### src/rtl/mt9p031_pkg.sv
// Shared definitions for the MT9P031 frame-gate stage: FSM encoding and counter width default.
package mt9p031_pkg;

    localparam int CNT_WIDTH_DEF = 16;

    typedef enum logic [1:0] {
        S_IDLE   = 2'd0,
        S_WAIT   = 2'd1,
        S_ACTIVE = 2'd2
    } gate_state_e;

endpackage

### src/rtl/mt9p031_line_meter.sv
// Per-frame line geometry meter: pixels per line, lines per frame, line-length consistency.
module mt9p031_line_meter
    import mt9p031_pkg::*;
#(
    parameter int CNT_WIDTH = CNT_WIDTH_DEF
) (
    input  logic                 clk_sensor_pix,
    input  logic                 reset_sensor_n,
    input  logic                 frame_start,
    input  logic                 active,
    input  logic                 gate,
    input  logic                 lval,
    input  logic                 lval_d,
    output logic                 line_end,
    output logic [CNT_WIDTH-1:0] pix_cnt,
    output logic [CNT_WIDTH-1:0] lines_total,
    output logic                 err_total
);

    localparam logic [CNT_WIDTH-1:0] CNT_MAX = '1;
    localparam logic [CNT_WIDTH-1:0] CNT_ONE = {{(CNT_WIDTH-1){1'b0}}, 1'b1};

    logic [CNT_WIDTH-1:0] line_cnt;
    logic [CNT_WIDTH-1:0] ref_len;
    logic                 err_sticky;
    logic                 first_line;
    logic                 len_mismatch;
    logic                 pix_inc;

    assign line_end     = active & lval_d & ~lval;
    assign first_line   = (line_cnt == '0);
    assign len_mismatch = line_end & ~first_line & (pix_cnt != ref_len);
    assign pix_inc      = gate & lval;

    // Combined values let a line end on the frame-end edge be reported with that frame.
    assign lines_total = !line_end            ? line_cnt :
                         (line_cnt == CNT_MAX) ? CNT_MAX  : line_cnt + CNT_ONE;
    assign err_total   = err_sticky | len_mismatch;

    always_ff @(posedge clk_sensor_pix or negedge reset_sensor_n) begin
        if (!reset_sensor_n) begin
            pix_cnt    <= '0;
            line_cnt   <= '0;
            ref_len    <= '0;
            err_sticky <= 1'b0;
        end else if (frame_start) begin
            pix_cnt    <= pix_inc ? CNT_ONE : '0;
            line_cnt   <= '0;
            ref_len    <= '0;
            err_sticky <= 1'b0;
        end else if (line_end) begin
            pix_cnt  <= '0;
            line_cnt <= lines_total;
            if (first_line)
                ref_len <= pix_cnt;
            if (len_mismatch)
                err_sticky <= 1'b1;
        end else if (pix_inc && pix_cnt != CNT_MAX) begin
            pix_cnt <= pix_cnt + CNT_ONE;
        end
    end

endmodule

### src/rtl/mt9p031_frame_gate.sv
// Forwards only complete, enabled MT9P031 frames and reports their line/frame geometry.
module mt9p031_frame_gate
    import mt9p031_pkg::*;
#(
    parameter int SENSOR_DAT_WIDTH = 10,
    parameter int CNT_WIDTH        = CNT_WIDTH_DEF
) (
    input  logic                        clk_sensor_pix,
    input  logic                        reset_sensor_n,
    input  logic                        i_stream_enable,
    input  logic                        i_fval,
    input  logic                        i_lval,
    input  logic [SENSOR_DAT_WIDTH-1:0] iv_pix_data,
    output logic                        o_fval,
    output logic                        o_lval,
    output logic [SENSOR_DAT_WIDTH-1:0] ov_pix_data,
    output logic                        o_frame_done,
    output logic [CNT_WIDTH-1:0]        ov_line_pix,
    output logic [CNT_WIDTH-1:0]        ov_frame_lines,
    output logic                        o_line_len_err
);

    gate_state_e          state, state_nxt;
    logic                 fval_d, lval_d;
    logic                 rise, fall;
    logic                 gate, frame_start, frame_end;
    logic                 line_end;
    logic [CNT_WIDTH-1:0] pix_cnt;
    logic [CNT_WIDTH-1:0] lines_total;
    logic                 err_total;

    assign rise = i_fval & ~fval_d;
    assign fall = ~i_fval & fval_d;

    always_ff @(posedge clk_sensor_pix or negedge reset_sensor_n) begin
        if (!reset_sensor_n) begin
            state  <= S_IDLE;
            fval_d <= 1'b0;
            lval_d <= 1'b0;
        end else begin
            state  <= state_nxt;
            fval_d <= i_fval;
            lval_d <= i_lval;
        end
    end

    // S_IDLE waits for fval low so a frame already running at reset release is never half-forwarded.
    always_comb begin
        state_nxt   = state;
        gate        = 1'b0;
        frame_start = 1'b0;
        frame_end   = 1'b0;
        case (state)
            S_IDLE: begin
                if (!i_fval)
                    state_nxt = S_WAIT;
            end
            S_WAIT: begin
                if (rise && i_stream_enable) begin
                    state_nxt   = S_ACTIVE;
                    frame_start = 1'b1;
                    gate        = 1'b1;
                end
            end
            S_ACTIVE: begin
                gate = i_fval;
                if (fall) begin
                    state_nxt = S_WAIT;
                    frame_end = 1'b1;
                end
            end
            default: state_nxt = S_IDLE;
        endcase
    end

    mt9p031_line_meter #(
        .CNT_WIDTH (CNT_WIDTH)
    ) u_line_meter (
        .clk_sensor_pix (clk_sensor_pix),
        .reset_sensor_n (reset_sensor_n),
        .frame_start    (frame_start),
        .active         (state == S_ACTIVE),
        .gate           (gate),
        .lval           (i_lval),
        .lval_d         (lval_d),
        .line_end       (line_end),
        .pix_cnt        (pix_cnt),
        .lines_total    (lines_total),
        .err_total      (err_total)
    );

    always_ff @(posedge clk_sensor_pix or negedge reset_sensor_n) begin
        if (!reset_sensor_n) begin
            o_fval         <= 1'b0;
            o_lval         <= 1'b0;
            ov_pix_data    <= '0;
            o_frame_done   <= 1'b0;
            ov_line_pix    <= '0;
            ov_frame_lines <= '0;
            o_line_len_err <= 1'b0;
        end else begin
            o_fval       <= gate;
            o_lval       <= gate & i_lval;
            ov_pix_data  <= (gate & i_lval) ? iv_pix_data : '0;
            o_frame_done <= frame_end;
            if (line_end)
                ov_line_pix <= pix_cnt;
            if (frame_end) begin
                ov_frame_lines <= lines_total;
                o_line_len_err <= err_total;
            end
        end
    end

endmodule

### config.mk
export PLATFORM = sky130hd
export DESIGN_NAME = mt9p031_frame_gate
export DESIGN_NICKNAME = d
export VERILOG_FILES = /design/src/rtl/mt9p031_pkg.sv /design/src/rtl/mt9p031_line_meter.sv /design/src/rtl/mt9p031_frame_gate.sv
export SDC_FILE = /design/constraint.sdc
export NUM_CORES = 1
export LEC_CHECK = 0
export CAP_MARGIN = 20
export CORE_UTILIZATION = 35
export DETAILED_ROUTE_END_ITERATION = 8
export SLEW_MARGIN = 25
export SYNTH_ARGS = -nofsm -noshare
export SYNTH_HDL_FRONTEND = slang
export SYNTH_SLANG_ARGS = --single-unit
export TNS_END_PERCENT = 50
### constraint.sdc
create_clock -name clk_sensor_pix -period 3.1 [get_ports clk_sensor_pix]
set_input_delay 0.62 -clock clk_sensor_pix [delete_from_list [all_inputs] [get_ports clk_sensor_pix]]
set_output_delay 0.62 -clock clk_sensor_pix [all_outputs]
set_load 0.02 [all_outputs]
Yosys cells after proc, flatten, opt, wreduce, memory -nomap -nowiden

Index checks and enable logic that the tools add are counted.

Flip-flop bits (word level): 99
Output and inout port bits: 46
Logic and storage cells: 71
Memory bits (read-only): 0
Latch bits: 0
Memories kept: 0
Bits of input ports: 15
Memory bits (writable): 0

Equality and inequality tests: 8
$lt $le $gt $ge: 0
Multipliers: 0
Add/subtract/negate cells: 2
Shift-type cells: 0
Bitwise gates (word level): 12
Divide/modulo/power cells: 0
Reduce and logical (&&, ||, !) cells: 11
Muxes and demuxes: 24

Operators with widths:

| kind                                                                   | count |
|---|---|
| 16-bit two-way mux                                                     | 10 |
| 16-bit by 1-bit adder with 16-bit output (second input constant)       | 2 |
| 16-bit equality test (second input constant)                           | 1 |
| 16-bit logical NOT                                                     | 1 |
| 16-bit != test                                                         | 1 |
| 16-bit != test (second input constant)                                 | 1 |
| 10-bit two-way mux                                                     | 1 |
| 1-bit two-way mux                                                      | 8 |
| 1-bit AND                                                              | 7 |
| 2-bit two-way mux                                                      | 3 |
| 2-bit != test (second input constant)                                  | 3 |
| 2-bit one-hot mux with 3 select lines                                  | 1 |
| 2-bit nonzero test                                                     | 3 |
| 1-bit inverter                                                         | 4 |
| 2-bit AND reduction                                                    | 2 |
| 3-bit AND reduction                                                    | 1 |
| 3-bit nonzero test                                                     | 1 |
| 2-bit by 1-bit equality test with 1-bit output (second input constant) | 1 |
| 2-bit equality test (second input constant)                            | 1 |
| 1-bit logical AND                                                      | 2 |
| 2-bit logical NOT                                                      | 1 |
| 1-bit one-hot mux with 2 select lines                                  | 1 |
| 1-bit OR                                                               | 1 |

Longest topological paths before layout

Gate-level depths: netlist of run 1.

Word-level depth: 10
Mapped depth: 9
Mapped depth without buffers: 8

Modules after synthesis

From an unflattened synthesis of run 1, not the netlist that was laid out.

Cell total of the unflattened synthesis: 445
Area total of the unflattened synthesis: 4629.4 um2

By module, submodules not included:

| module             | sequential area each (um2) | times used | cells each | area each (um2) |
|---|---|---|---|---|
| mt9p031_line_meter | 1226.2                     | 1          | 288        | 2733.9 |
| mt9p031_frame_gate | 1251.2                     | 1          | 157        | 1895.6 |

Worst setup path before layout of run 1

OpenSTA, ideal clock, no wires.

Path kind: register -> register
Start: register state[0]
End: register ov_frame_lines[7]
Slack: 1.198 ns
Required time: 3.018 ns
Cell stages (with the launch flop): 10
Setup time: 0.082 ns
Arrival: 1.820 ns
Cell sequence: dfrtp_1 inv_1 ha_1 buf_4 nand4b_2 nor3_2 and3_1 buf_2 inv_1 a31oi_1

Cells in the longest elaborated chain, start to end: 4
Elaborated cells on any way between the ends: 5

RTL lines:

| what                    | line                                               | source |
|---|---|---|
| from (decl)             | mt9p031_frame_gate.sv:23                           | `gate_state_e state, state_nxt;` |
| from (signal assigned)  | mt9p031_frame_gate.sv:41                           | `state <= state_nxt;` |
| 2-bit equality test *   | mt9p031_frame_gate.sv:53, mt9p031_frame_gate.sv:82 |  |
| 1-bit AND (2 in series) | mt9p031_line_meter.sv:30                           | `assign line_end = active & lval_d & ~lval;` |
| 16-bit two-way mux      | mt9p031_line_meter.sv:36                           | `assign lines_total = !line_end ? line_cnt :` |
| to (signal assigned)    | mt9p031_frame_gate.sv:109                          | `ov_frame_lines <= lines_total;` |
| to (decl)               | mt9p031_frame_gate.sv:19                           | `output logic [CNT_WIDTH-1:0] ov_frame_lines,` |

Mark *: on every way between the ends. The rest lies on a longest branch, timed or not.
A chain may end at the register's enable or synchronous reset.

Worst setup path in the final report of run 1

Start: input i_lval
End: register ov_frame_lines[15]

Cells in the longest elaborated chain, start to end: 3

RTL lines:

| what               | line                     | source |
|---|---|---|
| from (decl)        | mt9p031_frame_gate.sv:12 | `input logic i_lval,` |
| 1-bit inverter     | mt9p031_line_meter.sv:30 |  |
| 1-bit AND          | mt9p031_line_meter.sv:30 |  |
| 16-bit two-way mux | mt9p031_line_meter.sv:36 |  |

Every way passes these cells.

==> metrics.csv, run 1 <==
stage,metric,value,unit
status,outcome,"complete, but fails checks",
status,failing checks,design-rule violations,
finish,ant diodes,0,
global_routing,initial antenna violation count,0,
synth,Yosys top cell area share,0.5500,
floorplan,starting density of the core,0.3584,
timing,Final Max Slew Viols,0,
power,Static Leak,2.655,nW
cts,Clock Latency Late Sink,0.35,ns
cts,CTS Buf Count,9,
finish,share of layout cells above drive strength 1,0.07816,
synth,syn avg cell area,10.21,um2
finish,most frequent cells in the layout,"99 x dfrtp_1, 73 x nand2_1, 59 x clkdlybuf4s50_1, 50 x nor2_1, 24 x xor2_1",
routing,DRT antenna net count,0,
worst_setup_path,Worst setup SP type,input pin,
finish,nets@finish,516,
synth,"Distinct cells, synth",54,
synth,largest cells by area after synthesis,"dfrtp_1 55%, nand2_1 6.1%, xor2_1 4.7%",
timing,unrepaired setup endpoints after global routing,no,
synth,Post-synth ARST share,1.000,
placement,Port Buf Inserts,60,
cts,"Reg clk slew, reported paths",0.06,ns
floorplan,Die ar.,0.01333,mm2
routing,DRT iter0 DRCs,133,
synth,Mapped Nets,462,
cts,# resized after CTS,0,
placement,Area after DPL,0.005245,mm2
timing,Slew @ Worst Pin,0.7092,ns
global_routing,vias in the first global route,3391,
floorplan,Die H,115.4,um
synth,mapped cell area,0.004504,mm2
floorplan,Die X,115.4,um
synth,ys flop type,dfrtp_1,
timing,final count of negative-setup-slack endpoints,0,
cts,Root Driver,clkbuf_16,
cts,CTS hold repair buffers,0,
routing,drt drc,2,
placement,hpwl dp,6588,um
worst_setup_path,crit path kind,input pin to flip-flop,
finish,"commonest non-fill, non-tap cell in the layout",dfrtp_1,
synth,Yosys reg bits,99,
timing,headroom to the max-slew limit,0.5272,
worst_setup_path,CP Capture Type,flip-flop,
routing,drt total wl,9697,um
timing,Final Critical Period,2.328,ns
job,Max-Cap Viols,0,
synth,Post-Synthesis Cells,441,
floorplan,number of placement rows,41,
timing,ratio of final minimum period to clock period,0.7508,
global_routing,"Remaining Overflow, GRT",0,
finish,Area Growth Syn to Fin,22.39,%
routing,Avg WL per Cell,14.45,um
finish,Finished Cell Area,0.005513,mm2
placement,GP Congestion,0.8148,
routing,DR pass1 iterations,8,
synth,sequential element share of the synthesized area,0.5500,
cts,"Setup Fix Bufs, Post-CTS",0,
worst_setup_path,critical path required time,3.32,ns
global_routing,pin count of the biggest net entering global routing,80,
cts,CTS sink cnt,99,
worst_hold_path,hold crit path type,input pin to asynchronous set/reset pin,
finish,fillers,1235,
worst_setup_path,CP max FO,8,
synth,number of synthesized flops with an enable pin,0,
routing,drt via density,4.943,
floorplan,Core ar.,0.01257,mm2
cts,htree depth,3,
synth,top cell type by total area after synthesis,dfrtp_1,
floorplan,I/O pin count,61,
timing,Final Hold Fails,0,
synth,Ys Warns,0,
cts,CTS tree,built,
routing,routed via count,3317,
timing,Post-Route Skew,0.008819,ns
global_routing,first-pass GRT wire length,16700,um
worst_setup_path,Worst Path Arrival,2.55,ns
timing,f_max,429.6,MHz
cts,clock buffer depth,2,
global_routing,GRT Overall Usage,0.1640,
power,Max rail drop VDD,0.3115,mV
timing,total negative slack,0,ns
power,Power Density,599.9,mW/mm2
registers in the layout, summed over array words and instances (netlist names):
| name | count |
|---|---|
| o_fval | 1 |
| ov_frame_lines | 16 |
| state | 2 |
| u_line_meter.err_sticky | 1 |
| ov_pix_data | 10 |
| u_line_meter.line_cnt | 16 |
| o_lval | 1 |
| fval_d | 1 |
| lval_d | 1 |
| u_line_meter.pix_cnt | 16 |
| u_line_meter.ref_len | 16 |
| ov_line_pix | 16 |
| o_frame_done | 1 |
| o_line_len_err | 1 |
cells in the mapped netlist, drive strengths merged, types with 3 or more instances:
library cell / count
a211oi: 5
a21oi: 10
a22o: 15
a31o: 3
a31oi: 4
and2: 12
and3: 4
buf: 11
clkbuf: 14
dfrtp: 99
ha: 6
inv: 12
mux2i: 4
nand2: 73
nand3: 11
nand4: 9
nand4b: 3
nor2: 51
nor3: 7
nor4: 10
o2111ai: 3
o21ai: 18
xnor2: 8
xor2: 24
critical path: stages:
cell	delay, ns
clkdlybuf4s50_1	0.50
nand4b_2	0.37
nor3_1	0.55
nand3_1	0.16
o21ai_0	0.25
o21ai_0	0.11
kinds of logic (layout without fill, tap and decap cells):
kind of cell / after synthesis / after routing / share of synthesized area
simple gates: 192 / 192 / 0.2053
flops: 99 / 99 / 0.5500
compound gates: 68 / 68 / 0.1117
buf+inv: 38 / 96 / 0.04028
xor+xnor: 32 / 32 / 0.06222
fa+ha+maj: 6 / 6 / 0.01667
mux: 6 / 6 / 0.01389
final timing paths:
| path | start | to | slack [ns] | cells past startpoint |
|---|---|---|---|---|
| worst max-delay path | i_lval | ov_frame_lines[15] | 0.77 | 6 |
| worst min-delay path | reset_sensor_n | ov_line_pix[5] | 0.31 | 1 |
| worst max register to register | state[0] | ov_frame_lines[15] | 0.83 | 7 |
| worst min register to register | ov_line_pix[1] | ov_line_pix[1] | 0.47 | 2 |
| max in group asynchronous | reset_sensor_n | ov_line_pix[9] | 2.15 | 2 |
| min in group clk_sensor_pix | ov_line_pix[1] | ov_line_pix[1] | 0.47 | 2 |
routing by layer:
layer  part of all wire  wire [um]  global-route usage  vias up
met5                  0          0                   0        -
met4              0.025        241             0.08052        0
met3              0.039        377             0.03243       21
met2               0.48       4612              0.2711       75
met1               0.46       4465              0.2059     1602
li1                   -          -                   -     1619
per-stage QoR:
stage	hold slack, ns	setup WS (ns)	cells	power [W]	util
floorplan	0.3244	1.198	441	0.001988	-
global placement	0.4596	0.4456	656	0.002295	0.4173
detailed placement	0.4615	0.4310	656	0.002314	0.4173
CTS	0.4769	0.7627	671	0.003352	0.4381
global route	0.3861	0.6079	671	0.003485	0.4386
finish	0.3121	0.7724	671	0.003307	0.4386
area by class of cell:
type | instances | area (um2) | share of cell area
Clock inverter | 3 | 15.01 | 0.002724
Tap cell | 172 | 215.2 | 0.03904
Timing Repair Buffer | 68 | 661.9 | 0.1201
Sequential cell | 99 | 2477 | 0.4494
Clock buffer | 12 | 246.5 | 0.04471
Multi-Input combinational cell | 304 | 1848 | 0.3352
Inverter | 13 | 48.80 | 0.008852
power by group:
group | switching, W | internal, W | total (W)
clock network | 0.000463 | 0.000558 | 0.00102
registers | 0.000112 | 0.00143 | 0.00154
logic | 0.000419 | 0.000323 | 0.000742
Power figures use the tool's default switching activity.
==> inputs of run 2 (changes only) <==
Clock period 3.1 ns to 1.9 ns, I/O delays scaled along.
==> metrics.csv, run 2 (synthesis results as in run 1) <==
stage,metric,value,unit
finish,ant diodes,0,
floorplan,starting density of the core,0.3584,
routing,Avg WL per Cell,14.90,um
timing,ratio of final minimum period to clock period,0.9972,
timing,Slew @ Worst Pin,0.3994,ns
routing,drt drc,2,
timing,Final Critical Period,1.895,ns
finish,Finished Cell Area,0.006300,mm2
placement,Port Buf Inserts,60,
power,clock network fraction of design power,0.285,
timing,unrepaired setup endpoints after global routing,yes,
worst_setup_path,CP max FO,6,
worst_setup_path,critical path required time,2.14,ns
worst_hold_path,hold crit path type,flip-flop to flip-flop,
timing,Final Max Slew Viols,0,
placement,Area after DPL,0.005648,mm2
placement,post-place setup slack,-0.3048,ns
job,Max-Cap Viols,0,
routing,routed via count,3565,
power,Power Density,939.7,mW/mm2
timing,headroom to the max-slew limit,0.7337,
routing,DR pass1 iterations,6,
floorplan,Die ar.,0.01333,mm2
cts,Root Driver,clkbuf_16,
cts,CTS Buf Count,9,
cts,clock buffer depth,2,
global_routing,"Remaining Overflow, GRT",0,
power,Max rail drop VDD,0.5337,mV
global_routing,GRT Overall Usage,0.1762,
status,outcome,"complete, but fails checks",
floorplan,number of placement rows,41,
timing,total negative slack,0,ns
worst_setup_path,CP Capture Type,flip-flop,
worst_setup_path,R2R setup slack,0.005,ns
worst_setup_path,Worst setup SP type,flip-flop,
finish,"commonest non-fill, non-tap cell in the layout",dfrtp_1,
power,sw frac,0.3096,
cts,CTS sink cnt,99,
global_routing,initial antenna violation count,0,
worst_setup_path,crit path kind,flip-flop to flip-flop,
cts,htree depth,3,
timing,Hold WS,0.4731,ns
floorplan,Core ar.,0.01257,mm2
finish,most frequent cells in the layout,"97 x dfrtp_1, 72 x nand2_1, 62 x buf_4, 59 x clkdlybuf4s50_1, 47 x nor2_1",
timing,setup ws final,0.005388,ns
cts,Clock Latency Late Sink,0.35,ns
power,Power Internal,0.004087,W
power,Static Leak,3.072,nW
floorplan,Die H,115.4,um
routing,DRT iter0 DRCs,158,
finish,Area Growth Syn to Fin,39.86,%
status,failing checks,design-rule violations,
floorplan,Die X,115.4,um
cts,"Reg clk slew, reported paths",0.07,ns
timing,f_max,527.8,MHz
worst_setup_path,Worst Path Arrival,2.14,ns
global_routing,vias in the first global route,3574,
placement,GP Congestion,0.8776,
finish,nets@finish,579,
timing,Post-Route Skew,0.007370,ns
routing,DRT antenna net count,0,
power,Comb power frac,0.288,
finish,share of layout cells above drive strength 1,0.2402,
placement,hpwl dp,7501,um
routing,drt total wl,10940,um
global_routing,pin count of the biggest net entering global routing,29,
timing,final count of negative-setup-slack endpoints,0,
floorplan,I/O pin count,61,
cts,CTS tree,built,
timing,Final Hold Fails,0,
power,Seq pwr share,0.427,
power,sw power,0.001833,W
routing,drt via density,4.857,
global_routing,first-pass GRT wire length,17850,um
==> run 2: cell types whose count changed in the layout (fill, tap and decap cells not counted), moves of 5 or more <==
cell	previous run	this run
buf_4	8	62
ha_1	6	1
nor4_2	0	6
nor4_1	10	3
inv_1	12	7
==> run 2: worst max-delay path: stages, from the launching register on <==
cell and delay [ns]:
dfrtp_1 0.36, inv_2 0.06, buf_4 0.14, ha_4 0.28
o2111ai_4 0.19, a2111oi_4 0.33, buf_4 0.20, nand3_1 0.09
mux2i_1 0.13
==> run 2: power groups by stage <==
stage | Clock, W | Sequential [W] | Combinational, W
5_1_grt | 0.00182 | 0.00255 | 0.00186
3_3_place_gp | 0 | 0.00253 | 0.00140
6_report | 0.00169 | 0.00253 | 0.00171
2_1_floorplan | 0 | 0.00267 | 0.000573
3_5_place_dp | 0 | 0.00254 | 0.00144
4_1_cts | 0.00175 | 0.00250 | 0.00148
==> run 2: timing repair <==
action / 4_1_cts / 5_1_grt
pin swaps: 3 / 26
hold buffers: 1 / 0
hold endpoints to repair: 23 / 0
setup endpoints to repair: 52 / 71
cloned: 0 / 1
resized for setup: 13 / 48
setup buffers: 1 / 13
==> run 2: worst paths after layout <==
path / from / to / cells past startpoint
worst max-delay path: state[1] / u_line_meter.pix_cnt[9] / 8
worst max register to register: state[1] / u_line_meter.pix_cnt[9] / 8
max in group asynchronous: reset_sensor_n / ov_pix_data[8] / 3
min in group asynchronous: reset_sensor_n / u_line_meter.pix_cnt[6] / 2
worst min-delay path: ov_line_pix[7] / ov_line_pix[7] / 2
worst min register to register: ov_line_pix[7] / ov_line_pix[7] / 2
==> run 2: layout make-up <==
class / instances / area [um2]
multi-input cells: 304 / 2088
well taps: 172 / 215.2
repair buffers: 131 / 1202
clock inverters: 2 / 12.51
inverters: 13 / 51.30
flip-flops and latches: 99 / 2480
fillers: 1163 / 6269
clock buffers: 13 / 250.2
==> run 2: metrics by stage <==
step                      std cells  power [W]  utilization
after floorplan                 441   0.003243            -
after global placement          703   0.003928       0.4494
after detailed placement        703   0.003974       0.4494
after CTS                       720   0.005743       0.4767
after global routing            734   0.006238       0.5012
final                           734   0.005920       0.5012
==> run 2: layer usage <==
metal / track usage / wire, um / vias up
met3: 0.04759 / 426 / 13
met2: 0.3022 / 5692 / 67
met5: 0 / 0 / -
met4: 0.05628 / 135 / 0
met1: 0.2158 / 4683 / 1744
li1: - / - / 1741
